File: src/rtl/io_chan_bank.sv
// io_chan_bank: NCHAN contiguous output channels of CHW bits.
// Each channel has an edge-detected write/clear strobe with one-cycle
// acknowledges, a level read path that ORs external inputs into the data,
// and a free-running FLASH divider.
// Optional feature macro: IOCHAN_GOJAM_CLR_EN (GOJAM zeroes all channels
// and suppresses same-cycle write/clear events).
module io_chan_bank #(
    parameter int NCHAN     = 4,
    parameter int CHW       = 15,
    parameter int ADDR_W    = 9,
    parameter int CH_BASE   = 11,
    parameter int FLASH_DIV = 8,
    parameter int FLASH_ON  = 2
) (
    input  logic                  SIM_CLK,
    input  logic                  SIM_RST,
    input  logic                  GOJAM,
    input  logic [ADDR_W-1:0]     CHADDR,
    input  logic                  WCHG_n,
    input  logic                  CCHG_n,
    input  logic                  RCHG_n,
    input  logic [CHW-1:0]        WL,
    input  logic [NCHAN*CHW-1:0]  CHIN,
    output logic [CHW-1:0]        CH,
    output logic                  CH_VLD,
    output logic [NCHAN*CHW-1:0]  CHREG,
    output logic [NCHAN-1:0]      WCH_n,
    output logic [NCHAN-1:0]      CCH,
    output logic                  FLASH,
    output logic                  FLASH_n
);

    localparam int IW = (NCHAN > 1) ? $clog2(NCHAN) : 1;
    localparam int CW = $clog2(FLASH_DIV);

    logic [NCHAN-1:0][CHW-1:0] r_chreg;
    logic [NCHAN-1:0][CHW-1:0] w_chin;
    logic [NCHAN-1:0]          r_wch_n;
    logic [NCHAN-1:0]          r_cch;
    logic [CHW-1:0]            r_ch;
    logic                      r_vld;
    logic                      r_wprev;
    logic                      r_cprev;
    logic [CW-1:0]             r_cnt;
    logic                      r_flash;

    logic [31:0]               w_addr;
    logic                      w_hit;
    logic [IW-1:0]             w_idx;
    logic                      w_wev;
    logic                      w_cev;
    logic                      w_gclr;
    logic [NCHAN-1:0]          w_wsel;
    logic [NCHAN-1:0]          w_csel;

    assign w_chin = CHIN;
    assign w_addr = 32'(CHADDR);
    assign w_hit  = (w_addr >= 32'(CH_BASE)) && (w_addr < 32'(CH_BASE + NCHAN));
    assign w_idx  = IW'(w_addr - 32'(CH_BASE));

    // A held-low strobe is one event: only the high-to-low transition counts.
    assign w_wev = ~WCHG_n & r_wprev;
    assign w_cev = ~CCHG_n & r_cprev;

`ifdef IOCHAN_GOJAM_CLR_EN
    assign w_gclr = GOJAM;
`else
    logic w_gojam_unused;
    assign w_gojam_unused = GOJAM;
    assign w_gclr         = 1'b0;
`endif

    assign w_wsel = (w_wev && w_hit && !w_gclr) ? (NCHAN'(1) << w_idx) : '0;
    assign w_csel = (w_cev && w_hit && !w_gclr) ? (NCHAN'(1) << w_idx) : '0;

    // Strobe history; resets high so a strobe held through reset still fires.
    always_ff @(posedge SIM_CLK) begin
        if (!SIM_RST) begin
            r_wprev <= 1'b1;
            r_cprev <= 1'b1;
        end else begin
            r_wprev <= WCHG_n;
            r_cprev <= CCHG_n;
        end
    end

    // Channel registers and acknowledges; restart clear beats write beats clear.
    always_ff @(posedge SIM_CLK) begin
        if (!SIM_RST) begin
            r_chreg <= '0;
            r_wch_n <= '1;
            r_cch   <= '0;
        end else begin
            r_wch_n <= ~w_wsel;
            r_cch   <= w_csel;
            for (int i = 0; i < NCHAN; i++) begin
                if (w_gclr)
                    r_chreg[i] <= '0;
                else if (w_wsel[i])
                    r_chreg[i] <= WL;
                else if (w_csel[i])
                    r_chreg[i] <= '0;
            end
        end
    end

    // Level read: registered merge of channel contents and external inputs.
    always_ff @(posedge SIM_CLK) begin
        if (!SIM_RST) begin
            r_ch  <= '0;
            r_vld <= 1'b0;
        end else if (!RCHG_n && w_hit) begin
            r_ch  <= r_chreg[w_idx] | w_chin[w_idx];
            r_vld <= 1'b1;
        end else begin
            r_ch  <= '0;
            r_vld <= 1'b0;
        end
    end

    // FLASH divider: high for the first FLASH_ON counts of each period.
    always_ff @(posedge SIM_CLK) begin
        if (!SIM_RST) begin
            r_cnt   <= '0;
            r_flash <= 1'b0;
        end else begin
            r_cnt   <= (r_cnt == CW'(FLASH_DIV - 1)) ? '0 : r_cnt + CW'(1);
            r_flash <= (int'(r_cnt) < FLASH_ON);
        end
    end

    assign CHREG   = r_chreg;
    assign WCH_n   = r_wch_n;
    assign CCH     = r_cch;
    assign CH      = r_ch;
    assign CH_VLD  = r_vld;
    assign FLASH   = r_flash;
    assign FLASH_n = ~r_flash;

endmodule
File: config.mk
export PLATFORM = sky130hd
export DESIGN_NAME = io_chan_bank
export DESIGN_NICKNAME = d
export VERILOG_FILES = /design/src/rtl/io_chan_bank.sv
export SDC_FILE = /design/constraint.sdc
export NUM_CORES = 1
export LEC_CHECK = 0
export BUFFER_PORTS_ARGS = -buffer_cell sky130_fd_sc_hd__buf_4
export CORE_MARGIN = 1.5
export CORE_UTILIZATION = 45
export CTS_CLUSTER_DIAMETER = 200
export DETAILED_ROUTE_END_ITERATION = 12
export PLACE_DENSITY = 0.79
export SLEW_MARGIN = 20
export SYNTH_ARGS = -nofsm -noshare
export SYNTH_HDL_FRONTEND = slang
export SYNTH_SLANG_ARGS = --single-unit
File: constraint.sdc
create_clock -name SIM_CLK -period 1.9 [get_ports SIM_CLK]
set_input_delay 0.285 -clock SIM_CLK [delete_from_list [all_inputs] [get_ports SIM_CLK]]
set_output_delay 0.285 -clock SIM_CLK [all_outputs]
set_load 0.005 [all_outputs]
After elaboration in Yosys (flattened, before gate mapping)

Index checks and enable logic that the tools add are counted.

Logic and storage cells: 54
Bits in registers: 90
Output and inout bits: 86

Magnitude comparators: 4
Reduce and logical (&&, ||, !) cells: 11
Bitwise gates (word level): 8
Shift operators: 1
Eq/ne operators: 1
Muxes and demuxes: 15
Add/sub/neg operators: 2

Operator list:

| kind                                                 | count |
|---|---|
| 2-to-1 mux 15 bit                                    | 10 |
| binary-select mux 15 bit (select 2 bit)              | 2 |
| bitwise OR 15 bit                                    | 1 |
| >= comparator 9 x 4 -> 1 bit (second input constant) | 1 |
| < comparator 9 x 4 -> 1 bit (second input constant)  | 1 |
| 2-to-1 mux 4 bit                                     | 2 |
| nonzero test 2 bit                                   | 4 |
| logical AND 1 bit                                    | 4 |
| NOT 1 bit                                            | 4 |
| NOT 4 bit                                            | 1 |
| << shifter 1 x 2 -> 4 bit (first input constant)     | 1 |
| adder 3 x 1 -> 3 bit (second input constant)         | 1 |
| equality test 3 bit (second input constant)          | 1 |
| < comparator 2 x 3 -> 1 bit (second input constant)  | 1 |
| < comparator 3 x 2 -> 1 bit (second input constant)  | 1 |
| bitwise AND 1 bit                                    | 2 |
| AND reduction 2 bit                                  | 1 |
| OR reduction 2 bit                                   | 1 |
| subtractor 2 bit (second input constant)             | 1 |
| zero test 1 bit                                      | 1 |
| 2-to-1 mux 1 bit                                     | 1 |

Longest topological paths before layout

Depth in word-level cells: 6
Mapped depth: 8
Mapped depth without buffers: 5

Worst setup path before layout

Ideal clock, no wire load.

Kind: input to register
From: in CHADDR[0]
To: reg r_ch[6], in the netlist CH[6]
Cell stages on the path: 8
Arrival time: 1.541 ns
Buffers on the path: 3
Path slack: 0.242 ns
Cell sequence: buf_6 > clkbuf_1 > inv_1 > ha_1 > clkbuf_1 > a211oi_1 > a21oi_1 > nor2_1

Longest elaborated chain between the ends: 4

Ends and longest elaborated chain:

| element                                                                             | RTL line | RTL |
|---|---|---|
| start, declared                                                                     | 18       | `input logic [ADDR_W-1:0] CHADDR,` |
| >= comparator 9 x 4 -> 1 bit (tied with other cells)                                | 58       | `assign w_hit = (w_addr >= 32'(CH_BASE)) && (w_addr < 32'(CH_BASE + NCHAN));` |
| logical AND 1 bit / binary-select mux 15 bit (select 2 bit) (equally long branches) | 58, 113  |  |
| logical AND 1 bit / 2-to-1 mux 15 bit (equally long branches)                       | 112, 113 |  |
| AND reduction 2 bit (no line) / bitwise OR 15 bit (equally long branches)           | -        |  |
| end signal, assigned                                                                | 113      | `r_ch <= r_chreg[w_idx] \| w_chin[w_idx];` |
| end, declared                                                                       | 40       | `logic [CHW-1:0] r_ch;` |

Several ways; a longest one is shown, not always the timed one. The select of a mux whose other input is x is not followed.
A chain may end at the register's enable or synchronous reset.

Worst setup path in the final report

From: in CHADDR[6]
To: reg r_chreg (netlist bit CHREG[48])

Longest elaborated chain between the ends: 5

Ends and longest elaborated chain:

| element                                                                            | RTL line | RTL |
|---|---|---|
| >= comparator 9 x 4 -> 1 bit / < comparator 9 x 4 -> 1 bit (equally long branches) | 58       |  |
| logical AND 1 bit (*)                                                              | 58       |  |
| logical AND 1 bit, on equally long branches                                        | 73, 74   |  |
| 2-to-1 mux 4 bit, on equally long branches                                         | 73, 74   |  |
| 2-to-1 mux 15 bit / nonzero test 2 bit (equally long branches)                     | -        |  |
| end signal, assigned by index                                                      | 98       | `r_chreg[i] <= '0;` |
| end signal, assigned by index                                                      | 100      | `r_chreg[i] <= WL;` |
| end signal, assigned by index                                                      | 102      | `r_chreg[i] <= '0;` |
| end, declared                                                                      | 36       | `logic [NCHAN-1:0][CHW-1:0] r_chreg;` |

Every way passes the cells marked *; elsewhere a longest branch is shown, timed or not.

==> qor.csv <==
stage,metric,value,unit
critical_path,CP required,2190,ps
timing,fmax,562,MHz
floorplan,Die Y,91.1,um
clock_network,H-tree levels,3,
status,status,completed,
logic_synthesis,top area cells in the synthesized netlist,"dfxtp_1 52%, a22o_1 15%, nor2_1 5.5%, nor3_1 4.7%, a21oi_1 4.3%",
clock_network,# clock sinks,90,
logic_synthesis,distinct cell type count after synthesis,28,
floorplan,chip width,91.1,um
logic_synthesis,synthesized net count,444,
global_route,total grt overflow,0,
clock_network,Clock transition at path regs,90,ps
power,NetSw,918,uW
floorplan,initial core utilization,47.4,%
power,P_int,2620,uW
logic_synthesis,Post-synth EDFFs,0,
timing,Slew HR,24.3,%
power,Clock Power Share,33.5,%
timing,Fin. Hold Viols,0,
timing,RSZ-0062 raised after global routing,false,
logic_synthesis,mapped cell area,3490,um^2
final_layout,fillers,563,
timing,Final setup viols,0,
power,worst vdd ir,0.435,mV
min_path,min-delay worst type,input pin to flop,
job,# Max-Cap Violations,0,
final_layout,# diodes,0,
logic_synthesis,Post-synth top flop,dfxtp_1,
power,power density cells,676,nW/um^2
routing,Routed Antenna Nets,0,
logic_synthesis,Avg Synthesized Cell Area,10.1,um^2
clock_network,Inserted Clock Buffers,9,
floorplan,row cnt,31,
critical_path,CP Cell Sequence,buf_4 > nor4b_4 > nand4_2 > nor3_2 > a22o_1,
routing,drt wl/cell,16.9,um
logic_synthesis,register area share after synthesis,51.6,%
global_route,GRT Util Overall,26.0,%
routing,drt total wl,10800,um
critical_path,CP Capture Type,flop,
power,Switching Fraction,25.9,%
clock_network,hold_buf cts,0,
global_route,first-pass GRT wire length,16900,um
critical_path,critical path class,input pin to flop,
logic_synthesis,"FF+latch count, synth",90,
power,Final Power,3540,uW
critical_path,peak per-stage delay on the critical path,930,ps
logic_synthesis,YS warnings,0,
clock_network,maximum clock path buffer count,2,
global_route,largest net degree at the start of global routing,43,
clock_network,Post-CTS Setup Inserts,0,
placement,port buffer count,174,
logic_synthesis,cell with the most instances after synthesis,dfxtp_1,
clock_network,CTS tree,yes,
floorplan,I/O pin cnt,176,
clock_network,CTS Root Cell,clkbuf_8,
final_layout,Layout area overhead,50.0,%
timing,Pins Over Slew Limit,0,
critical_path,WP data arrival,2070,ps
critical_path,slowest CP cell,nor3_2,
logic_synthesis,Post-Synthesis Cells,347,
routing,First-pass DRT Iterations,4,
logic_synthesis,Synth top area share,51.6,%
timing,final setup skew,13.1,ps
timing,final setup TNS,0,ps
critical_path,highest net fanout along the worst path,15,
timing,min Tclk post-route,1780,ps
clock_network,post-cts sizing count,0,
floorplan,die area,8300,um^2
global_route,initial antenna violation count,0,
routing,Avg Vias per Cell,5.36,
final_layout,final net count,635,
logic_synthesis,"FFs w/ async S/R, synth",0,%
global_route,vias in the first global route,3322,
floorplan,Core Region,7370,um^2
logic_synthesis,commonest cells in the netlist,"90 x dfxtp_1, 58 x a22o_1, 51 x nor2_1",
placement,Final GP Congestion,0.929,
timing,period utilization,93.7,%
power,P_leak,0.00242,uW
power,Comb pwr share,12.8,%
timing,Least-Margin Pin Slew,1130,ps
routing,1st-iter DRT viols,211,
logic_synthesis,post-synth top area cell,dfxtp_1,
placement,DP HPWL,8220,um
critical_path,startpoint types,input pin,
routing,Remaining DRCs,0,
routing,DR vias,3443,
clock_network,insertion delay to the later sink of the worst-skew pair,350,ps
final_layout,layout cells sized above 1,41.4,%
power,Seq pwr share,53.7,%
worst paths after layout:
path / from / slack (ps) / depth (start not counted) / to
worst min-delay path: CCHG_n / 130 / 2 / r_cprev
worst min register to register: r_cnt[2] / 430 / 1 / FLASH
worst max-delay path: CHADDR[6] / 120 / 5 / CHREG[48]
worst max register to register: r_wprev / 250 / 3 / CHREG[48]
state kept, by name, summed over array words and instances (netlist names):
signal	flops
r_cprev	1
CCH	4
FLASH	1
r_cnt	3
CH	15
CHREG	60
r_wprev	1
CH_VLD	1
WCH_n	4
critical path, delay by kind of cell:
kind | cells | cell delay, ps
simple gates | 3 | 1410
compound gates | 1 | 250
buf+inv | 1 | 120
area by class of cell:
cell class / count / area, um^2 / area share [%]
clock inverter: 6 / 51.3 / 0.979
tap: 99 / 124 / 2.36
inverter: 9 / 33.8 / 0.645
clock buffer: 10 / 128 / 2.43
timing repair buffer: 201 / 1580 / 30.2
multi-input combinational: 227 / 1520 / 29.0
sequential: 90 / 1800 / 34.4
cell families after synthesis:
kind of cell	count (synthesis)	synth area share [%]
AOI/OAI and AO/OA	110	25.3
and+or+nand+nor	110	15.6
buffers and inverters	30	5.01
adders and majority gates	7	2.51
DFF	90	51.6
layer usage:
metal	global-route usage [%]	up-vias	wire, um
met5	0	-	0
met4	11.1	0	265
met3	5.44	19	791
met2	43.0	155	5240
met1	32.8	1614	4530
li1	-	1655	-
power groups by stage:
stage | logic, uW | registers [uW] | clock network [uW]
after detailed placement | 450 | 1950 | 0
after floorplan | 190 | 1950 | 0
final | 454 | 1900 | 1190
after global routing | 488 | 1900 | 1280
after CTS | 451 | 1900 | 1200
after global placement | 437 | 1950 | 0
metrics by stage:
stage                     utilization [%]  area [um^2]  worst slack, ps  cells  hold WS, ps
final                                71.1         5240              119    642          127
after global routing                 71.1         5240             63.6    642          118
after CTS                            71.1         5240             25.3    642          112
after detailed placement             68.7         5060             -232    626          417
after global placement               68.7         5060             -177    626          409
after floorplan                         -         3490              242    347          358
cells in the final DEF, fill, tap and decap left out, types with 2 or more instances in the layout:
cell type / Yosys / final
clkinvlp_4: 0 / 3
a22o_1: 58 / 58
nor3_1: 33 / 33
nor2_1: 51 / 50
nand2b_1: 4 / 4
buf_12: 0 / 6
nor3b_1: 2 / 2
a31oi_4: 4 / 4
nand3_1: 3 / 3
a211oi_1: 15 / 15
a21oi_1: 30 / 30
clkbuf_8: 0 / 9
dfxtp_1: 90 / 90
a32o_1: 2 / 2
and2_1: 5 / 5
nand2_1: 4 / 4
ha_1: 7 / 7
inv_1: 9 / 9
buf_4: 4 / 195
(Power assumes the default switching activity.)
